## config.mk

```make
export PLATFORM = sky130hd
export DESIGN_NAME = uart_rx_fifo_flat
export DESIGN_NICKNAME = d
export VERILOG_FILES = /design/src/rtl/uart_rx_fifo_if.sv /design/src/rtl/uart_rx_fifo.sv /design/src/flat_wrapper.sv
export SDC_FILE = /design/constraint.sdc
export NUM_CORES = 1
export LEC_CHECK = 0
export CAP_MARGIN = 25
export CORE_MARGIN = 2
export CORE_UTILIZATION = 40
export CTS_CLUSTER_SIZE = 10
export DETAILED_ROUTE_END_ITERATION = 12
export GPL_TIMING_DRIVEN = 0
export SYNTH_ARGS = -nofsm -noshare
export SYNTH_HDL_FRONTEND = slang
export SYNTH_SLANG_ARGS = --single-unit
```

## constraint.sdc

```tcl
create_clock -name clk -period 5.95 [get_ports clk]
set_clock_uncertainty 0.2 [all_clocks]
set_input_delay 1.19 -clock clk [delete_from_list [all_inputs] [get_ports clk]]
set_output_delay 1.19 -clock clk [all_outputs]
set_load 0.1 [all_outputs]
```

## src/rtl/uart_rx_fifo_if.sv

```systemverilog
// Byte stream from the UART receive FIFO to its consumer.
// First-word fall-through valid/ready handshake.
interface uart_rx_fifo_if #(
  parameter int W_DATA = 8
);
  logic              m_valid;
  logic [W_DATA-1:0] m_data;
  logic              m_ready;

  modport master (
    output m_valid,
    output m_data,
    input  m_ready
  );

  modport slave (
    input  m_valid,
    input  m_data,
    output m_ready
  );
endinterface

```

## src/rtl/uart_rx_fifo.sv

```systemverilog
// Receive FIFO behind the UART receiver: edge-detected push, FWFT pop.
// Optional UART_RX_FIFO_ALMOST_FULL_EN adds a registered almost_full.
module uart_rx_fifo #(
  parameter int W_DATA   = 8,
  parameter int DEPTH    = 16,
  parameter int AF_LEVEL = DEPTH - 4
) (
  input  logic                   clk,
  input  logic                   arstn,
  input  logic                   rx_data_valid,
  input  logic [W_DATA-1:0]      rx_data,
  uart_rx_fifo_if.master         m_if,
  output logic [$clog2(DEPTH):0] count,
  output logic                   overflow,
  input  logic                   clr_ovf
`ifdef UART_RX_FIFO_ALMOST_FULL_EN
  ,
  output logic                   almost_full
`endif
);

  localparam int PW = $clog2(DEPTH);
  localparam int CW = PW + 1;
  localparam logic [CW-1:0] FULL_C = CW'(DEPTH);

  localparam bit CFG_OK =
    (DEPTH >= 2) &&
    ((DEPTH & (DEPTH - 1)) == 0) &&
    (AF_LEVEL >= 0) && (AF_LEVEL <= DEPTH);

  if (!CFG_OK) begin : g_bad_cfg
    $error("uart_rx_fifo: bad DEPTH/AF_LEVEL");
  end

  logic [W_DATA-1:0] mem_q [DEPTH];

  logic [PW-1:0] wr_ptr_q, wr_ptr_d;
  logic [PW-1:0] rd_ptr_q, rd_ptr_d;
  logic [CW-1:0] count_q, count_d;
  logic          vld_q, vld_d;
  logic          overflow_q, overflow_d;

  logic full;
  logic not_empty;
  logic push;
  logic pop;
  logic accept;
  logic drop;

  always_comb begin
    full       = (count_q == FULL_C);
    not_empty  = (count_q != '0);
    push       = rx_data_valid & ~vld_q;
    pop        = not_empty & m_if.m_ready;
    // a pop on a full FIFO frees the slot the push lands in
    accept     = push & (~full | pop);
    drop       = push & full & ~pop;
    vld_d      = rx_data_valid;
    wr_ptr_d   = wr_ptr_q;
    rd_ptr_d   = rd_ptr_q;
    count_d    = count_q;
    overflow_d = drop | (overflow_q & ~clr_ovf);
    if (accept) begin
      wr_ptr_d = wr_ptr_q + PW'(1);
    end
    if (pop) begin
      rd_ptr_d = rd_ptr_q + PW'(1);
    end
    unique case (1'b1)
      accept & ~pop: count_d = count_q + CW'(1);
      pop & ~accept: count_d = count_q - CW'(1);
      default:       count_d = count_q;
    endcase
  end

  always_ff @(posedge clk or negedge arstn) begin
    if (!arstn) begin
      wr_ptr_q   <= '0;
      rd_ptr_q   <= '0;
      count_q    <= '0;
      vld_q      <= 1'b1;
      overflow_q <= 1'b0;
    end else begin
      wr_ptr_q   <= wr_ptr_d;
      rd_ptr_q   <= rd_ptr_d;
      count_q    <= count_d;
      vld_q      <= vld_d;
      overflow_q <= overflow_d;
    end
  end

  always_ff @(posedge clk) begin
    if (accept) begin
      mem_q[wr_ptr_q] <= rx_data;
    end
  end

  // head is forced to zero when empty so reset shows a clean bus
  assign m_if.m_valid = not_empty;
  assign m_if.m_data  = not_empty ? mem_q[rd_ptr_q] : '0;
  assign count        = count_q;
  assign overflow     = overflow_q;

`ifdef UART_RX_FIFO_ALMOST_FULL_EN
  localparam logic [CW-1:0] AF_C = CW'(AF_LEVEL);

  logic af_q, af_d;

  always_comb begin
    af_d = (count_d >= AF_C);
  end

  always_ff @(posedge clk or negedge arstn) begin
    if (!arstn) begin
      af_q <= 1'b0;
    end else begin
      af_q <= af_d;
    end
  end

  assign almost_full = af_q;
`endif

endmodule

```

## src/flat_wrapper.sv

```systemverilog
// flat-port wrapper written by rule: the top's interface ports become plain ports
module uart_rx_fifo_flat 
#(
  parameter int W_DATA   = 8,
  parameter int DEPTH    = 16,
  parameter int AF_LEVEL = DEPTH - 4
)
  (clk, arstn, rx_data_valid, rx_data, count, overflow, clr_ovf, m_if_m_valid, m_if_m_data, m_if_m_ready);
  uart_rx_fifo_if #(.W_DATA(W_DATA)) m_if_i ();
  input  logic clk;
  input  logic arstn;
  input  logic rx_data_valid;
  input  logic [W_DATA-1:0] rx_data;
  output logic [$clog2(DEPTH):0] count;
  output logic overflow;
  input  logic clr_ovf;
  output wire logic [$bits(m_if_i.m_valid)-1:0] m_if_m_valid;
  output wire logic [$bits(m_if_i.m_data)-1:0] m_if_m_data;
  input wire logic [$bits(m_if_i.m_ready)-1:0] m_if_m_ready;
  assign m_if_m_valid = m_if_i.m_valid;
  assign m_if_m_data = m_if_i.m_data;
  assign m_if_i.m_ready = m_if_m_ready;
  uart_rx_fifo #(.W_DATA(W_DATA), .DEPTH(DEPTH), .AF_LEVEL(AF_LEVEL)) u_core (.clk(clk), .arstn(arstn), .rx_data_valid(rx_data_valid), .rx_data(rx_data), .m_if(m_if_i), .count(count), .overflow(overflow), .clr_ovf(clr_ovf));
endmodule
```

Word level (Yosys, flattened, before mapping)
Memories as Yosys holds them, arrays and structs flattened.
Index checks and enable logic that the tools add are counted.
- output and inout port bits: 15
- memories kept: 1
- RAM bits: 128
- register bits: 15
- input port bits: 13
- word-level logic and storage cells: 32
- equal/unequal tests: 1
- reduce and logical (&&, ||, !) cells: 2
- $add $sub $neg: 4
- bitwise gates (word level): 15
- muxes and demuxes: 4
- memories (name ; depth ; bits a word ; rd ports ; clocked after memory_dff ; wr ports ; line ; source):
    u_core.mem_q ; 16 ; 8 ; 1 ; 0 ; 1 ; uart_rx_fifo.sv:35 ; logic [W_DATA-1:0] mem_q [DEPTH];
- operators with widths (cell ; number):
    5-bit one-hot mux with 2 select lines ; 1
    4-bit by 1-bit adder with 4-bit output (second input constant) ; 2
    1-bit bitwise AND ; 8
    8-bit 2-to-1 mux ; 1
    5-bit by 1-bit adder with 5-bit output (second input constant) ; 1
    5-bit == test (second input constant) ; 1
    1-bit NOT ; 5
    5-bit nonzero test ; 1
    5-bit by 1-bit subtractor with 5-bit output (second input constant) ; 1
    1-bit 2-to-1 mux ; 2
    1-bit bitwise OR ; 2
    2-bit nonzero test ; 1

Logic depth before layout (Yosys ltp)
Gate-level depths: netlist of run 1.
- depth in word-level cells: 7
- depth in mapped cells: 10
- gate-level depth less buffers: 9

Worst setup path after synthesis of run 1
OpenSTA, ideal clock, no wires.
- path type: register to output
- start: register u_core.count_q[2] (netlist: u_core.count[2])
- end: output port m_if_m_data[0]
- data arrival time: 4.236 ns
- slack: 0.324 ns
- stages on the path, launching flop included: 7
- required time: 4.560 ns
- cells stage by stage: dfrtp_1 -> buf_2 -> nor4_4 -> nand2b_1 -> clkbuf_1 -> o21ai_0 -> a21oi_1
- cells in the longest elaborated chain, start to end: 2
- RTL lines (item ; line ; source):
    start: declaration ; uart_rx_fifo.sv:39 ; logic [CW-1:0] count_q, count_d;
    start signal: assignment ; uart_rx_fifo.sv:86 ; count_q <= count_d;
    5-bit nonzero test ; uart_rx_fifo.sv:52 ; not_empty = (count_q != '0);
    named net m_if_m_valid ; flat_wrapper.sv:17 ; output wire logic [$bits(m_if_i.m_valid)-1:0] m_if_m_valid;
    8-bit 2-to-1 mux ; uart_rx_fifo.sv:100 ; assign m_if.m_data = not_empty ? mem_q[rd_ptr_q] : '0;
    end: declaration ; flat_wrapper.sv:18 ; output wire logic [$bits(m_if_i.m_data)-1:0] m_if_m_data;
The timed path passes the listed nets, and every way through them passes these cells.

Worst setup path in the final report of run 1
- start: register u_core.rd_ptr_q[1]
- end: output port m_if_m_data[0]
- cells in the longest elaborated chain, start to end: 2
- RTL lines (item ; line ; source):
    start: declaration ; uart_rx_fifo.sv:38 ; logic [PW-1:0] rd_ptr_q, rd_ptr_d;
    start signal: assignment ; uart_rx_fifo.sv:85 ; rd_ptr_q <= rd_ptr_d;
    memory 16 x 8 bit ; n/a ;
    8-bit 2-to-1 mux ; uart_rx_fifo.sv:100 ;
No other way between the ends.

==> results.sh, run 1 <==
export IMPL_worst_pin_slew_ns=1.017
export IMPL_p_per_area_nw_per_um2=563.4
export IMPL_nets=384
export IMPL_routed_via_density=5.413
export IMPL_critPathLaunch="u_core.rd_ptr_q[1]"
export IMPL_netlist_area_um2=5976
export IMPL_cp_slowest_cell="clkdlybuf4s50_1"
export IMPL_syn_avg_cell_area_um2=18.79
export IMPL_cts_resized=0
export IMPL_grt_pass1_vias=3111
export IMPL_cp_depth=7
export IMPL_cts_root_buf="clkbuf_16"
export IMPL_drc=0
export IMPL_dp_cells=529
export IMPL_synthToLayoutAreaGrowth_pct=19.05
export IMPL_ff_latch_area_um2=4220
export IMPL_synth_area_leaders="edfxtp_1 (64%), mux4_2 (12%), dfrtp_1 (5.9%), mux2_2 (1.9%), mux2i_1 (1.7%)"
export IMPL_insertion_delay_ns=0.42
export IMPL_ys_seq_elements=143
export IMPL_vias=3031
export IMPL_async_reset_ff_share_pct=10.49
export IMPL_ant_nets=0
export IMPL_cp_buffers_inverters=4
export IMPL_crit_family="buffers and inverters"
export IMPL_dr_pass1_iters=4
export IMPL_critPathCapture="m_if_m_data[0]"
export IMPL_synth_top_cell_by_area="edfxtp_1"
export IMPL_syn_num_nets=338
export IMPL_avgRoutedWirePerCell_um=21.16
export IMPL_crit_type="flop to output pin"
export IMPL_cpMostUsedCell="buf_2"
export IMPL_yosys_warnings=0
export IMPL_yosys_area_top_type_share_pct=64.32
export IMPL_fillers=1189
export IMPL_grt_pass1_wl_um=18600
export IMPL_synthFlopType="edfxtp_1"
export IMPL_synth_edf_count=128
export IMPL_grt_overflow=0
export IMPL_tns_ns=0
export IMPL_grt_max_degree=17
export IMPL_slew_headroom_pct=32.01
export IMPL_grt_use_total_pct=16.02
export IMPL_clk_pin_slew_ns=0.06
export IMPL_drv_slew=0
export IMPL_cts_setup_buffers=0
export IMPL_path_max_fanout=10
export IMPL_period_needed_ns=4.902
export IMPL_outcome="finished, final reports clean"
export IMPL_rsz0062_at_grt="false"
export IMPL_wl_um=11850
export IMPL_cts_max_level=4
export IMPL_start_util_pct=40.96
export IMPL_cpPeakStageDelay_ns=1.18
export IMPL_r2r_start="u_core.count[2]"
export IMPL_required_ns=4.56
export IMPL_max_freq_ghz=0.2040
export IMPL_place_congestion=0.7996
export IMPL_drt_iter0_markers=214
export IMPL_synth_seq_area_share_pct=70.62
export IMPL_hp_class="flop to flop"
export IMPL_ctsHoldBuffers=0
export IMPL_critical_path_startpoint_type="flop"
export IMPL_drv_cap=0
export IMPL_finalSetupViolCount=0
export IMPL_antenna_found_initial=0
export IMPL_r2r_setup_slack_ns=3.01
export IMPL_cts_inserted_buffers=17
export IMPL_drive_above_1_share_pct=23.67
export IMPL_portBuffers=27
export IMPL_yosysMostFrequentCell="edfxtp_1"
export IMPL_p_leak_nw=2.387
export IMPL_crit_path_end_kind="output pin"
export IMPL_r2r_cells=10
export IMPL_instances_no_fill=560
export IMPL_finalHoldViolCount=0
export IMPL_num_io_pins=28
export IMPL_cp_arrival_ns=3.51
export IMPL_die_area_um2=15930
export IMPL_die_h_um=126.2
export IMPL_num_rows=44
export IMPL_clock_sinks=143
export IMPL_cts_tree="done"
export IMPL_multi_input_area_um2=1634
export IMPL_synth_cell_types=45
export IMPL_placed_area_um2=6476
export IMPL_vdd_drop_max_uv=300.4
export IMPL_hpwl_um=7773
export IMPL_finalCritPeriodShare_pct=82.38
export IMPL_n_antenna_cell=0
export IMPL_crit_chain="buf_2 > buf_2 > buf_2 > mux4_2 > mux2i_1 > a21oi_1 > clkdlybuf4s50_1"
export IMPL_yosys_top_cells_count="edfxtp_1 (128), mux4_2 (32), dfrtp_1 (14), and2_1 (12)"
export IMPL_syn_inst=318
export IMPL_holdWs_ns=0.3270
export IMPL_dieWidth_um=126.2
export IMPL_reg2reg_to="u_core.count[4]"
export IMPL_clock_path_buffers=2
export IMPL_final_area_um2=7114
export IMPL_core_area_um2=14590
how the worst min path moves through the flow:
stage | start | endpoint | cells after the start
2_1_floorplan | u_core.wr_ptr_q[3] | u_core.wr_ptr_q[3] | 1
3_3_place_gp | u_core.overflow | u_core.overflow | 2
3_5_place_dp | u_core.overflow | u_core.overflow | 2
4_1_cts | u_core.overflow | u_core.overflow | 2
5_1_grt | u_core.overflow | u_core.overflow | 2
6_report | u_core.overflow | u_core.overflow | 2
area by class of cell:
| cell class | instances | area share (%) |
|---|---|---|
| Sequential cell | 143 | 59.32 |
| Multi-Input combinational cell | 151 | 22.97 |
| Clock buffer | 18 | 6.032 |
| Timing Repair Buffer | 27 | 3.799 |
| Tap cell | 184 | 3.236 |
| Clock inverter | 13 | 2.937 |
| Buffer | 19 | 1.442 |
| Inverter | 5 | 0.2638 |
cells in the final DEF, fill, tap and decap left out, types with 7 or more instances in the layout:
cell type | Yosys | routed
ha_1 | 7 | 7
a21oi_1 | 10 | 10
o21ai_1 | 7 | 7
edfxtp_1 | 128 | 128
clkbuf_1 | 6 | 7
clkdlybuf4s50_1 | 0 | 27
mux4_2 | 32 | 32
mux2_2 | 10 | 10
nand2_1 | 10 | 10
buf_2 | 10 | 10
mux2i_1 | 10 | 10
xnor2_1 | 8 | 8
and2_1 | 12 | 12
dfrtp_1 | 14 | 14
clkbuf_16 | 0 | 17
per-layer routing:
layer | routed length, µm | GRT usage (%) | vias up | part of all wire, %
met5 | 0 | 0 | - | 0
met3 | 303 | 3.441 | 18 | 2.6
met2 | 5847 | 24.95 | 60 | 49
li1 | - | - | 1375 | -
met1 | 5486 | 21.98 | 1578 | 46
met4 | 210 | 6.852 | 0 | 1.8
cells by family (layout without fill, tap and decap cells):
logic type / count (synthesis) / count (layout) / share of synthesized area (%)
flip-flops: 143 / 143 / 70.62
multiplexers: 53 / 53 / 15.81
AND/OR/NAND/NOR: 47 / 47 / 4.857
AO/OA/AOI/OAI: 34 / 34 / 3.748
buffers and inverters: 24 / 82 / 2.031
XOR/XNOR: 10 / 10 / 1.466
adder cells (fa/ha/maj): 7 / 7 / 1.466
worst min-delay path: stages, from the launching register on:
cell	delay, ns
dfrtp_1	0.37
inv_1	0.05
o32ai_1	0.06
per-stage QoR:
| step | util, % | worst slack (ns) | power (mW) |
|---|---|---|---|
| after floorplan | - | 0.3240 | 2.499 |
| after global placement | 44.39 | 1.468 | 2.870 |
| after detailed placement | 44.39 | 1.451 | 2.886 |
| after CTS | 48.77 | 0.9974 | 4.037 |
| after global routing | 48.77 | 0.8633 | 4.174 |
| final | 48.77 | 1.048 | 4.008 |
power by group:
part	leakage, nW	total [mW]	switching (mW)	internal (mW)
registers	1.33	1.24	0.0526	1.19
clock network	0.305	1.15	0.408	0.744
logic	0.751	1.62	1.06	0.559
total	2.39	4.01	1.52	2.49
registers in the layout, summed over array words and instances, names as in the netlist:
signal           cells
u_core.mem_q       128
u_core.count         5
u_core.rd_ptr_q      4
u_core.wr_ptr_q      4
u_core.overflow      1
u_core.vld_q         1
Power figures use the tool's default switching activity.
==> run 2: changes to the inputs <==
==> constraint.sdc (replaced) <==
create_clock -name clk -period 4.6 [get_ports clk]
set_clock_uncertainty 0.2 [all_clocks]
set_input_delay 0.92 -clock clk [delete_from_list [all_inputs] [get_ports clk]]
set_output_delay 0.92 -clock clk [all_outputs]
set_load 0.1 [all_outputs]
==> run 2 against run 1 <==
Effect of this change:
- via count shrank 0.86%
- power grew 28%
- critical path depth is the same
- worst setup slack lost 0.70 ns
- clock power grew 23%
- sequential power grew 29%
- die area is the same
- register-to-register slack lost 1.4 ns
==> results.sh, run 2 (synthesis results as in run 1) <==
export IMPL_clk_pin_slew_ns=0.06
export IMPL_r2r_setup_slack_ns=1.64
export IMPL_finalSetupViolCount=0
export IMPL_fin_util_pct=48.87
export IMPL_antenna_found_initial=0
export IMPL_synthToLayoutAreaGrowth_pct=19.30
export IMPL_clock_path_buffers=2
export IMPL_routed_via_density=5.357
export IMPL_fin_ws_ns=0.3517
export IMPL_instances_no_fill=561
export IMPL_cts_tree="done"
export IMPL_ctsHoldBuffers=0
export IMPL_nets=384
export IMPL_dpl_worst_slack_ns=0.4002
export IMPL_drv_cap=0
export IMPL_place_congestion=0.8016
export IMPL_holdWs_ns=0.3270
export IMPL_outcome="finished, final reports clean"
export IMPL_grt_overflow=0
export IMPL_routed_top_layer="met4"
export IMPL_rsz0062_at_grt="false"
export IMPL_clock_sinks=143
export IMPL_portBuffers=27
export IMPL_num_rows=44
export IMPL_wl_met1_um=5473
export IMPL_finalCritPeriodShare_pct=92.35
export IMPL_wl_met3_um=268
export IMPL_cts_inserted_buffers=17
export IMPL_period_needed_ns=4.248
export IMPL_fillers=1212
export IMPL_num_io_pins=28
export IMPL_max_freq_ghz=0.2354
export IMPL_n_antenna_cell=0
export IMPL_tns_ns=0
export IMPL_drt_iter0_markers=129
export IMPL_hp_class="flop to flop"
export IMPL_met2_length_um=5740
export IMPL_dr_pass1_iters=4
export IMPL_cp_arrival_ns=3.13
export IMPL_cpPeakStageDelay_ns=0.87
export IMPL_drv_slew=0
export IMPL_grt_use_total_pct=15.71
export IMPL_die_h_um=126.2
export IMPL_ant_nets=0
export IMPL_insertion_delay_ns=0.41
export IMPL_avgRoutedWirePerCell_um=20.73
export IMPL_dieWidth_um=126.2
export IMPL_crit_path_end_kind="output pin"
export IMPL_grt_pass1_vias=3116
export IMPL_path_max_fanout=10
export IMPL_start_util_pct=40.96
export IMPL_layout_common_cells="edfxtp_1 (128), mux4_2 (32), clkdlybuf4s50_1 (19)"
export IMPL_wl_um=11630
export IMPL_die_area_um2=15930
export IMPL_crit_family="buffers and inverters"
export IMPL_largest_reg_flops=128
export IMPL_vias=3005
export IMPL_critical_path_startpoint_type="flop"
export IMPL_core_area_um2=14590
export IMPL_hpwl_um=7702
export IMPL_cp_buffers_inverters=3
export IMPL_p_per_area_nw_per_um2=717.4
export IMPL_crit_chain="buf_2 > clkbuf_1 > mux4_2 > mux2_2 > o21ai_1 > a21oi_2 > dlygate4sd2_1"
export IMPL_p_leak_nw=2.420
export IMPL_drc=0
export IMPL_cts_setup_buffers=0
export IMPL_crit_type="flop to output pin"
export IMPL_cts_max_level=4
export IMPL_cp_slowest_cell="dlygate4sd2_1"
export IMPL_slew_headroom_pct=32.82
export IMPL_grt_pass1_wl_um=18370
export IMPL_top_register="u_core.mem_q"
export IMPL_cts_root_buf="clkbuf_16"
export IMPL_finalHoldViolCount=0
export IMPL_grt_max_degree=17
export IMPL_dp_cells=529
export IMPL_required_ns=3.48
export IMPL_drive_above_1_share_pct=26.79
export IMPL_worst_pin_slew_ns=1.006
export IMPL_final_common_cell="edfxtp_1"
export IMPL_vdd_drop_max_uv=321.0
run 2: worst reg2reg max path: stages (launching register included):
cell and delay (ns):
dfrtp_1 0.43, buf_6 0.16, or4_4 0.54, o21a_4 0.25
nand2_1 0.10, xnor2_1 0.07, ha_1 0.22, o31a_1 0.25
nor3_1 0.16, mux2_2 0.35, a21oi_1 0.14
run 2: path summary, 6_finish.rpt:
kind | start | end | cells past startpoint
worst max register to register | u_core.count[1] | u_core.count[4] | 10
max in group asynchronous | arstn | u_core.count[3] | 1
worst min register to register | u_core.overflow | u_core.overflow | 2
min in group asynchronous | arstn | u_core.overflow | 1
worst max-delay path | u_core.rd_ptr_q[3] | m_if_m_data[1] | 7
worst min-delay path | u_core.overflow | u_core.overflow | 2
run 2: final cells by class:
| class | count | area [µm²] | share of cell area, % |
|---|---|---|---|
| inverter | 5 | 18.77 | 0.2633 |
| tap | 184 | 230.2 | 3.229 |
| clock inverter | 15 | 195.2 | 2.738 |
| buffer | 19 | 103.9 | 1.457 |
| timing repair buffer | 27 | 271.5 | 3.808 |
| clock buffer | 17 | 425.4 | 5.967 |
| multi-input combinational | 151 | 1664 | 23.34 |
| sequential | 143 | 4220 | 59.20 |
run 2: metal layers:
metal | global-route usage, % | up-vias
met1 | 21.35 | 1569
met2 | 25.17 | 44
met4 | 5.624 | 0
met3 | 3.441 | 13
li1 | - | 1379
met5 | 0 | -
run 2: timing repair:
item | 4_1_cts | 5_1_grt
setup endpoints to repair | 5 | 3
endpoints found under the hold margin | 0 | 0
gates resized for setup | 5 | 3
run 2: where the power goes:
part	internal (mW)	switching, mW
Clock	0.871	0.554
Sequential	1.53	0.0697
Combinational	0.707	1.38
Total	3.11	2.00
run 2: metrics by stage:
stage	power (mW)	instance area, µm²
floorplan	3.277	6007
global placement	3.758	6507
detailed placement	3.774	6507
CTS	5.172	7122
global route	5.329	7129
finish	5.115	7129
==> run 3: changes to the inputs <==
--- a/config.mk
+++ b/config.mk
@@ -11,6 +11,7 @@
 export CTS_CLUSTER_SIZE = 10
 export DETAILED_ROUTE_END_ITERATION = 12
 export GPL_TIMING_DRIVEN = 0
+export SETUP_SLACK_MARGIN = 0.15
 export SYNTH_ARGS = -nofsm -noshare
 export SYNTH_HDL_FRONTEND = slang
 export SYNTH_SLANG_ARGS = --single-unit
==> run 3 against run 2 <==
Effect of this change:
- via count did not move
- power shrank 0.28%
- largest cell class unchanged
- critical endpoint unchanged
- highest routed layer unchanged
- critical path type unchanged
- utilization down 0.077 points
==> results.sh, run 3 (synthesis results as in run 1) <==
export IMPL_dieWidth_um=126.2
export IMPL_hp_class="flop to flop"
export IMPL_crit_path_end_kind="output pin"
export IMPL_num_io_pins=28
export IMPL_grt_max_degree=17
export IMPL_outcome="finished, final reports clean"
export IMPL_worst_pin_slew_ns=1.007
export IMPL_n_antenna_cell=0
export IMPL_fin_ws_ns=0.3585
export IMPL_fillers=1212
export IMPL_top_register="u_core.mem_q"
export IMPL_cts_tree="done"
export IMPL_max_freq_ghz=0.2358
export IMPL_hpwl_um=7702
export IMPL_avgRoutedWirePerCell_um=20.72
export IMPL_die_area_um2=15930
export IMPL_synthToLayoutAreaGrowth_pct=19.12
export IMPL_period_needed_ns=4.242
export IMPL_ant_nets=0
export IMPL_grt_pass1_vias=3116
export IMPL_finalCritPeriodShare_pct=92.21
export IMPL_drv_cap=0
export IMPL_p_per_area_nw_per_um2=716.5
export IMPL_place_congestion=0.8016
export IMPL_critical_path_startpoint_type="flop"
export IMPL_core_area_um2=14590
export IMPL_nets=384
export IMPL_largest_reg_flops=128
export IMPL_drive_above_1_share_pct=26.79
export IMPL_cts_max_level=4
export IMPL_instances_no_fill=561
export IMPL_die_h_um=126.2
export IMPL_slew_headroom_pct=33.16
export IMPL_clk_pin_slew_ns=0.06
export IMPL_grt_overflow=0
export IMPL_required_ns=3.48
export IMPL_vias=3005
export IMPL_finalSetupViolCount=0
export IMPL_dpl_worst_slack_ns=0.4002
export IMPL_dr_pass1_iters=6
export IMPL_routed_via_density=5.357
export IMPL_p_leak_nw=2.399
export IMPL_cts_setup_buffers=0
export IMPL_drv_slew=0
export IMPL_insertion_delay_ns=0.42
export IMPL_rsz0062_at_grt="false"
export IMPL_dp_cells=529
export IMPL_cts_root_buf="clkbuf_16"
export IMPL_layout_common_cells="edfxtp_1 (128), mux4_2 (32), clkdlybuf4s50_1 (19)"
export IMPL_grt_pass1_wl_um=18370
export IMPL_clock_path_buffers=2
export IMPL_drc=0
export IMPL_path_max_fanout=10
export IMPL_placed_area_um2=6507
export IMPL_crit_type="flop to output pin"
export IMPL_clock_sinks=143
export IMPL_drt_iter0_markers=133
export IMPL_cp_arrival_ns=3.12
export IMPL_final_area_um2=7118
export IMPL_portBuffers=27
export IMPL_final_common_cell="edfxtp_1"
export IMPL_antenna_found_initial=0
export IMPL_num_rows=44
export IMPL_grt_use_total_pct=15.71
export IMPL_vdd_drop_max_uv=317.3
export IMPL_tns_ns=0
export IMPL_wl_um=11630
export IMPL_finalHoldViolCount=0
export IMPL_cts_inserted_buffers=17
export IMPL_start_util_pct=40.96
run 3: cell types whose count changed in the layout (fill, tap and decap cells not counted), sizes merged:
cell | before | now
dlygate4sd2 | 5 | 8
dlymetal6s2s | 3 | 0
run 3: area by class of cell:
type | count | area (µm²) | area share (%)
timing repair buffer | 27 | 260.3 | 3.656
clock buffer | 17 | 425.4 | 5.976
multi-input combinational | 151 | 1664 | 23.38
inverter | 5 | 18.77 | 0.2637
clock inverter | 15 | 195.2 | 2.742
buffer | 19 | 103.9 | 1.459
tap | 184 | 230.2 | 3.234
sequential | 143 | 4220 | 59.29
run 3: worst paths after layout:
| path | startpoint | endpoint | slack [ns] | depth (start not counted) |
|---|---|---|---|---|
| min in group asynchronous | arstn | u_core.overflow | 0.73 | 1 |
| max reg2reg | u_core.count[1] | u_core.count[4] | 1.64 | 10 |
| min | u_core.overflow | u_core.overflow | 0.33 | 2 |
| min reg2reg | u_core.overflow | u_core.overflow | 0.33 | 2 |
| max | u_core.rd_ptr_q[3] | m_if_m_data[1] | 0.36 | 7 |
| max in group asynchronous | arstn | u_core.count[3] | 3.03 | 1 |
run 3: worst max-delay path, cell delays in order, from the launching register on:
cell           delay, ns
dfrtp_1             0.34
buf_2               0.22
clkbuf_1            0.54
mux4_2              0.34
mux2_2              0.17
o21ai_1             0.07
a21oi_2             0.15
dlygate4sd2_1       0.87
run 3: timing repair:
action                     CTS  global route
setup endpoints to repair    8             0
hold buffers                 0             0
gates resized for setup      8             0
run 3: per-stage QoR:
stage | hold slack, ns | util, % | power (mW)
5_1_grt | 0.3745 | 48.79 | 5.312
6_report | 0.3272 | 48.79 | 5.100
4_1_cts | 0.3323 | 48.79 | 5.153
3_3_place_gp | 0.3143 | 44.61 | 3.758
3_5_place_dp | 0.3240 | 44.61 | 3.774
2_1_floorplan | 0.3219 | - | 3.277
run 3: layer usage:
| metal | global-route usage [%] | part of all wire (%) | vias to the layer above |
|---|---|---|---|
| li1 | - | - | 1376 |
| met1 | 21.35 | 46 | 1568 |
| met2 | 25.17 | 49 | 46 |
| met3 | 3.441 | 2.9 | 15 |
| met4 | 5.624 | 1.3 | 0 |
| met5 | 0 | 0 | - |
run 3: power breakdown:
| group | internal, mW | leakage (nW) | switching [mW] | total [mW] |
|---|---|---|---|---|
| Clock | 0.870 | 0.303 | 0.555 | 1.43 |
| Sequential | 1.53 | 1.33 | 0.0701 | 1.60 |
| Combinational | 0.690 | 0.765 | 1.38 | 2.07 |
| Total | 3.09 | 2.40 | 2.01 | 5.10 |
